**config.mk**
```make
export PLATFORM = sky130hd
export DESIGN_NAME = pipeline_trace_monitor_flat
export DESIGN_NICKNAME = d
export VERILOG_FILES = /design/src/rtl/trace_pkg.sv /design/src/rtl/pipeline_trace_monitor_if.sv /design/src/rtl/trace_snap_fifo.sv /design/src/rtl/pipeline_trace_monitor.sv /design/src/flat_wrapper.sv
export SDC_FILE = /design/constraint.sdc
export NUM_CORES = 2
export LEC_CHECK = 0
export CAP_MARGIN = 20
export CORE_MARGIN = 3
export CORE_UTILIZATION = 61
export CTS_CLUSTER_DIAMETER = 40
export DETAILED_ROUTE_END_ITERATION = 8
export GPL_TIMING_DRIVEN = 0
export PLACE_DENSITY = 0.8
export SKIP_CTS_REPAIR_TIMING = 1
export SLEW_MARGIN = 30
export SYNTH_ARGS = -nofsm -noshare
export SYNTH_HDL_FRONTEND = slang
export SYNTH_SLANG_ARGS = --single-unit
```
**constraint.sdc**
```tcl
create_clock -name clock -period 29.9 [get_ports clock]
set_input_delay 7.475 -clock clock [delete_from_list [all_inputs] [get_ports clock]]
set_output_delay 7.475 -clock clock [all_outputs]
set_load 0.02 [all_outputs]
```
**src/rtl/trace_pkg.sv**
```systemverilog
// Shared constants for the pipeline trace monitor: stream tag, snapshot framing
// and serializer state encoding.
package trace_pkg;

  localparam logic [7:0] TRACE_TAG = 8'hA5;

  localparam logic [0:0] ST_IDLE = 1'b0;
  localparam logic [0:0] ST_SEND = 1'b1;

  // Header word, PC word, then one word per watched register.
  function automatic int words_per_snap(input int num_watch);
    return num_watch + 2;
  endfunction

endpackage

```
**src/rtl/pipeline_trace_monitor_if.sv**
```systemverilog
// Word-serial trace stream between the monitor and its logger/scoreboard.
interface pipeline_trace_monitor_if;

  logic [31:0] out_data;
  logic        out_valid;
  logic        out_ready;
  logic        out_last;

  modport master (output out_data, output out_valid, output out_last, input out_ready);
  modport slave  (input out_data, input out_valid, input out_last, output out_ready);

endinterface

```
**src/rtl/trace_snap_fifo.sv**
```systemverilog
// Circular snapshot buffer with simultaneous push/pop; a pop on a full buffer
// frees the slot the same-cycle push lands in.
module trace_snap_fifo #(
  parameter int WIDTH = 32,
  parameter int DEPTH = 4
) (
  input  logic             clock,
  input  logic             reset,
  input  logic             push,
  input  logic [WIDTH-1:0] push_data,
  input  logic             pop,
  output logic [WIDTH-1:0] pop_data,
  output logic             full,
  output logic             empty
);

  localparam int PTR_W = (DEPTH > 1) ? $clog2(DEPTH) : 1;
  localparam int CNT_W = $clog2(DEPTH + 1);

  logic [WIDTH-1:0] mem [DEPTH];
  logic [PTR_W-1:0] wr_ptr;
  logic [PTR_W-1:0] rd_ptr;
  logic [CNT_W-1:0] count;
  logic             do_push;
  logic             do_pop;

  assign do_pop  = pop && !empty;
  assign do_push = push && (!full || do_pop);
  assign full    = (count == CNT_W'(DEPTH));
  assign empty   = (count == '0);
  assign pop_data = mem[rd_ptr];

  always_ff @(posedge clock or negedge reset) begin
    if (!reset) begin
      wr_ptr <= '0;
      rd_ptr <= '0;
      count  <= '0;
    end else begin
      if (do_push) wr_ptr <= wr_ptr + 1'b1;
      if (do_pop)  rd_ptr <= rd_ptr + 1'b1;
      case ({do_push, do_pop})
        2'b10:   count <= count + 1'b1;
        2'b01:   count <= count - 1'b1;
        default: count <= count;
      endcase
    end
  end

  always_ff @(posedge clock) begin
    if (do_push) mem[wr_ptr] <= push_data;
  end

endmodule

```
**src/rtl/pipeline_trace_monitor.sv**
```systemverilog
// Samples PC plus watched registers each enabled cycle, buffers snapshots and
// streams them as tagged 32-bit words with change filtering and drop accounting.
module pipeline_trace_monitor
  import trace_pkg::*;
#(
  parameter int NUM_WATCH   = 8,
  parameter int SNAP_DEPTH  = 4,
  parameter int CYCLE_W     = 16,
  parameter int MAX_CYCLES  = 30,
  parameter int CHANGE_ONLY = 1
) (
  input  logic                     clock,
  input  logic                     reset,
  input  logic                     enable,
  input  logic [31:0]              pc,
  input  logic [32*NUM_WATCH-1:0]  watch_bus,
  pipeline_trace_monitor_if.master trace,
  output logic                     done,
  output logic                     overflow,
  output logic [15:0]              drop_count,
  output logic [CYCLE_W-1:0]       cycle_count
);

  localparam int WORDS  = words_per_snap(NUM_WATCH);
  localparam int WIDX_W = $clog2(WORDS);
  localparam int WBUS_W = 32 * NUM_WATCH;
  localparam int SNAP_W = CYCLE_W + 32 + WBUS_W;
  localparam logic [WIDX_W-1:0] LAST_IDX = WIDX_W'(WORDS - 1);

  function automatic logic [15:0] sat_inc16(input logic [15:0] v);
    return (&v) ? v : v + 16'd1;
  endfunction

  function automatic logic [CYCLE_W-1:0] sat_inc_cyc(input logic [CYCLE_W-1:0] v);
    return (&v) ? v : v + 1'b1;
  endfunction

  logic              active;
  logic              changed;
  logic              trig_p0;
  logic              push_ok;
  logic [SNAP_W-1:0] snap_p0;
  logic              prev_vld;
  logic [31:0]       last_pc;
  logic [WBUS_W-1:0] last_watch;

  logic              fifo_pop;
  logic              fifo_full;
  logic              fifo_empty;
  logic [SNAP_W-1:0] fifo_dout;

  logic [0:0]        state;
  logic [WIDX_W-1:0] widx;
  logic [SNAP_W-1:0] snap_p1;
  logic [31:0]       words [WORDS];

  // ---- stage p0: capture, filtering and accounting ----
  assign active  = enable && !done;
  assign changed = !prev_vld || (pc != last_pc) || (watch_bus != last_watch);
  assign trig_p0 = active && ((CHANGE_ONLY == 0) || changed);
  assign snap_p0 = {cycle_count, pc, watch_bus};
  assign push_ok = !fifo_full || fifo_pop;

  always_ff @(posedge clock or negedge reset) begin
    if (!reset) begin
      cycle_count <= '0;
      done        <= 1'b0;
      prev_vld    <= 1'b0;
      overflow    <= 1'b0;
      drop_count  <= '0;
    end else begin
      if (active) cycle_count <= sat_inc_cyc(cycle_count);
      if ((MAX_CYCLES != 0) && active && (cycle_count + 1'b1 == CYCLE_W'(MAX_CYCLES)))
        done <= 1'b1;
      if (trig_p0 && push_ok) prev_vld <= 1'b1;
      if (trig_p0 && !push_ok) begin
        overflow   <= 1'b1;
        drop_count <= sat_inc16(drop_count);
      end
    end
  end

  // Only accepted snapshots become the comparison reference.
  always_ff @(posedge clock) begin
    if (trig_p0 && push_ok) begin
      last_pc    <= pc;
      last_watch <= watch_bus;
    end
  end

  trace_snap_fifo #(
    .WIDTH (SNAP_W),
    .DEPTH (SNAP_DEPTH)
  ) u_fifo (
    .clock     (clock),
    .reset     (reset),
    .push      (trig_p0),
    .push_data (snap_p0),
    .pop       (fifo_pop),
    .pop_data  (fifo_dout),
    .full      (fifo_full),
    .empty     (fifo_empty)
  );

  // ---- stage p1: serializer ----
  assign fifo_pop = !fifo_empty &&
                    ((state == ST_IDLE) ||
                     ((state == ST_SEND) && trace.out_ready && (widx == LAST_IDX)));

  always_ff @(posedge clock or negedge reset) begin
    if (!reset) begin
      state <= ST_IDLE;
      widx  <= '0;
    end else begin
      case (state)
        ST_IDLE: begin
          widx <= '0;
          if (!fifo_empty) state <= ST_SEND;
        end
        default: begin
          if (trace.out_ready) begin
            if (widx == LAST_IDX) begin
              widx <= '0;
              if (fifo_empty) state <= ST_IDLE;
            end else begin
              widx <= widx + 1'b1;
            end
          end
        end
      endcase
    end
  end

  always_ff @(posedge clock) begin
    if (fifo_pop) snap_p1 <= fifo_dout;
  end

  always_comb begin
    words[0] = {TRACE_TAG, 8'(NUM_WATCH), 16'(snap_p1[SNAP_W-1 -: CYCLE_W])};
    words[1] = snap_p1[WBUS_W +: 32];
    for (int k = 0; k < NUM_WATCH; k++) begin
      words[k+2] = snap_p1[32*k +: 32];
    end
  end

  // Idle output is forced to zero so no stale snapshot data is ever visible.
  assign trace.out_valid = (state == ST_SEND);
  assign trace.out_data  = (state == ST_SEND) ? words[widx] : 32'd0;
  assign trace.out_last  = (state == ST_SEND) && (widx == LAST_IDX);

endmodule

```
**src/flat_wrapper.sv**
```systemverilog
// flat-port wrapper written by rule: the top's interface ports become plain ports
module pipeline_trace_monitor_flat import trace_pkg::*;
#(
  parameter int NUM_WATCH   = 8,
  parameter int SNAP_DEPTH  = 4,
  parameter int CYCLE_W     = 16,
  parameter int MAX_CYCLES  = 30,
  parameter int CHANGE_ONLY = 1
)
  (clock, reset, enable, pc, watch_bus, done, overflow, drop_count, cycle_count, trace_out_data, trace_out_valid, trace_out_last, trace_out_ready);
  pipeline_trace_monitor_if trace_i ();
  input  logic clock;
  input  logic reset;
  input  logic enable;
  input  logic [31:0] pc;
  input  logic [32*NUM_WATCH-1:0] watch_bus;
  output logic done;
  output logic overflow;
  output logic [15:0] drop_count;
  output logic [CYCLE_W-1:0] cycle_count;
  output wire logic [$bits(trace_i.out_data)-1:0] trace_out_data;
  output wire logic [$bits(trace_i.out_valid)-1:0] trace_out_valid;
  output wire logic [$bits(trace_i.out_last)-1:0] trace_out_last;
  input wire logic [$bits(trace_i.out_ready)-1:0] trace_out_ready;
  assign trace_out_data = trace_i.out_data;
  assign trace_out_valid = trace_i.out_valid;
  assign trace_out_last = trace_i.out_last;
  assign trace_i.out_ready = trace_out_ready;
  pipeline_trace_monitor #(.NUM_WATCH(NUM_WATCH), .SNAP_DEPTH(SNAP_DEPTH), .CYCLE_W(CYCLE_W), .MAX_CYCLES(MAX_CYCLES), .CHANGE_ONLY(CHANGE_ONLY)) u_core (.clock(clock), .reset(reset), .enable(enable), .pc(pc), .watch_bus(watch_bus), .trace(trace_i), .done(done), .overflow(overflow), .drop_count(drop_count), .cycle_count(cycle_count));
endmodule
```
==> flow_metrics.py <==
metrics = {
    "floorplan": {
        "die-area_mm2": 0.119,
        "start_util_pct": 62.0,
        "core_mm2": 0.113,
        "chipWidth_um": 346,
        "fp.dieH_um": 346,
        "row_count": 123,
        "ios": 360,
    },
    "clock_network": {
        "root_buffer": "clkbuf_16",
        "cts_buffers": 196,
        "ctsHtreeMaxLevel": 4,
        "ctsLongestPathBuffers": 3,
        "path_clk_slew_ns": 0.06,
        "insertion_delay_ns": 0.84,
        "cts_tree": "yes",
        "cts.sinks": 1855,
    },
    "timing": {
        "rsz0062_at_grt": "no",
        "period_minus_slack_ns": 13.00,
        "slew_headroom_pct": 28.8,
        "finClkSkew_ns": 0.0606,
        "fin_ws_ns": 16.90,
        "final_max_slew_viol_count": 0,
        "clock.fmax_mhz": 76.9,
        "final-setup-viol-count": 0,
        "tns_ns": 0,
        "worst_pin_slew_ns": 1.06,
        "hold_violations": 0,
        "whs_ns": 0.486,
        "period_share_pct": 43.5,
    },
    "setup_path": {
        "crit_top_cell": "buf_2",
        "worst_ep_required_time_ns": 22.43,
        "crit_buf_inv": 4,
        "crit_family": "buffers and inverters",
        "path_class": "flip-flop to primary output",
        "crit_slowest_cell": "a21oi_1",
        "end_kind": "primary output",
        "cpPeakStageDelay_ns": 0.70,
        "cp.arrival_ns": 5.52,
        "path_cells": "buf_2 -> buf_2 -> buf_2 -> mux2i_1 -> a211oi_1 -> a21oi_1 -> o22ai_1 -> and2_1 -> clkdlybuf4s50_1",
        "cp_max_fo": 10,
        "critPathLaunchType": "flip-flop",
    },
    "synth": {
        "synth_common_cells": "1808 x edfxtp_1, 352 x mux4_2, 152 x xnor2_1",
        "synthArstFlopShare_pct": 2.53,
        "synth_cell_types": 59,
        "ys.flop_type": "edfxtp_1",
        "synth_warnings": 0,
        "synth_area_leaders": "edfxtp_1 77%, mux4_2 11%, xnor2_1 1.9%",
        "synthesis.nets": 3565,
        "ys_seq_area_share_pct": 78.9,
        "synth.avg_cell_area_um2": 21.6,
        "yosysTopAreaCell": "edfxtp_1",
        "synthCells": 3263,
        "synth_top_area_share_pct": 77.2,
        "ys_seq_elements": 1855,
        "syn-cell-area_mm2": 0.0703,
        "yosysMostFrequentCell": "edfxtp_1",
        "synth_edf_count": 1808,
    },
    "global_route": {
        "grt_use_total_pct": 36.5,
        "grt_pass1_vias": 37633,
        "grt-ovfl-total": 0,
        "grt_max_degree": 41,
        "antenna_found_initial": 55,
        "grt_pass1_wl_um": 298000,
    },
    "place": {
        "place_inst": 5200,
        "port_buffers": 359,
        "gp_congestion": 0.975,
        "dpl_worst_slack_ns": 16.73,
        "dp_hpwl_um": 146000,
    },
    "drt": {
        "ant_nets": 0,
        "wl_per_cell_um": 38.8,
        "dr.pass1.iters": 6,
        "num_vias": 38488,
        "drc": 0,
        "drt_iter0_drc": 6151,
        "totalWireLength_um": 218000,
        "vias_per_cell": 6.86,
    },
    "hold_path": {
        "hold_class": "flip-flop to flip-flop",
    },
    "final_layout": {
        "n_fill_cell": 5963,
        "drive_gt1_share_pct": 20.3,
        "stdcell_count": 5611,
        "syn_to_final_growth_pct": 19.9,
        "nNetsFinal": 4200,
    },
    "power_and_ir_drop": {
        "p_leak_nw": 27.5,
        "ir_drop_mv": 0.0787,
        "power_w": 0.00844,
        "p_per_area_mw_per_mm2": 100,
    },
    "status": {
        "status": "complete, no violations",
    },
    "run": {
        "cap_violations": 0,
    },
}
[through the flow]
| stage | util, % | instance area, um^2 |
|---|---|---|
| after floorplan | - | 70300 |
| after global placement | 66.8 | 75800 |
| after detailed placement | 68.6 | 77800 |
| after CTS | 74.3 | 84200 |
| after global routing | 74.3 | 84300 |
| final | 74.4 | 84400 |
[power by group]
group | switching [W] | internal, W | leakage [nW]
sequential | 0.000174 | 0.00348 | 17.2
combinational | 0.00144 | 0.000919 | 7.24
clock | 0.00107 | 0.00135 | 3.08
[worst register-to-register path, cell delays in order (launching register included)]
cell      delay [ns]
edfxtp_1        0.42
xnor2_1         0.75
nand4_1         0.28
nor4_2          0.70
nand4_1         0.19
nor4_2          0.95
a31o_2          0.37
buf_6           0.18
nor2_4          0.14
buf_16          0.23
buf_8           0.17
buf_16          0.17
buf_16          0.19
buf_16          0.18
buf_16          0.19
buf_16          0.18
[registers in the layout, summed over array words and instances (netlist names), 3 cells and up]
register             count
u_core.cycle_count      16
u_core.snap_p1         304
u_core.last_watch      256
u_core.widx              4
u_core.u_fifo.mem     1216
u_core.u_fifo.count      3
u_core.last_pc          32
u_core.drop_count       16
[metal layers]
metal / track usage (%) / vias up / share of wire [%]
li1: - / 14811 / -
met1: 47.7 / 19784 / 33
met2: 55.4 / 3308 / 47
met3: 11.0 / 559 / 13
met4: 20.7 / 26 / 6.6
met5: 0 / - / 0.089
[cell families (layout without fill, tap and decap cells)]
logic type	after synthesis	in the layout	synth area share, %
multiplexers	422	422	12.3
buffers and inverters	202	1002	1.11
AO/OA/AOI/OAI	181	181	1.88
adder cells (fa/ha/maj)	10	10	0.189
AND/OR/NAND/NOR	400	400	3.29
flip-flops	1855	1855	78.9
other	0	48	0
XOR/XNOR	193	193	2.40
[layout by cell type, fill, tap and decap left out, types with 21 or more instances in the layout]
cell type,netlist,final
o22ai_1,58,58
buf_2,7,41
mux2i_1,65,62
nand2_1,32,32
nor4_1,37,34
nor3_1,24,24
dfrtp_1,47,47
buf_16,0,46
nand4_1,74,74
nor2_1,31,30
clkbuf_16,0,197
nor2b_1,50,50
mux4_2,352,352
clkdlybuf4s50_1,0,358
buf_12,0,21
clkbuf_1,52,73
diode_2,0,48
nand2b_1,81,81
clkinv_2,0,28
edfxtp_1,1808,1808
clkinv_1,0,21
xnor2_1,152,150
clkinvlp_4,0,23
xor2_1,41,41
and2_1,34,34
inv_1,89,89
a21oi_1,34,34
[area by class of cell]
class	instances	area, um^2	share of cell area (%)
antenna	48	120	0.142
buffer	113	508	0.602
clock buffer	237	5150	6.10
clock inverter	126	1310	1.55
inverter	89	334	0.396
multi-input combinational	1206	14200	16.8
sequential	1855	55500	65.7
tap	1500	1880	2.22
timing repair buffer	437	5430	6.44
[final timing paths]
kind	from	endpoint	slack (ns)	cells after the start
worst max-delay path	u_core.widx[0]	trace_out_data[20]	16.90	9
worst min-delay path	u_core.drop_count[10]	u_core.drop_count[10]	0.49	1
worst max register to register	u_core.last_watch[200]	u_core.last_watch[108]	24.34	15
worst min register to register	u_core.drop_count[10]	u_core.drop_count[10]	0.49	1
max in group asynchronous	reset	u_core.u_fifo.count[2]	22.90	2
min in group asynchronous	reset	u_core.cycle_count[10]	6.48	1
Note: power is estimated with default switching activity, not from simulation.
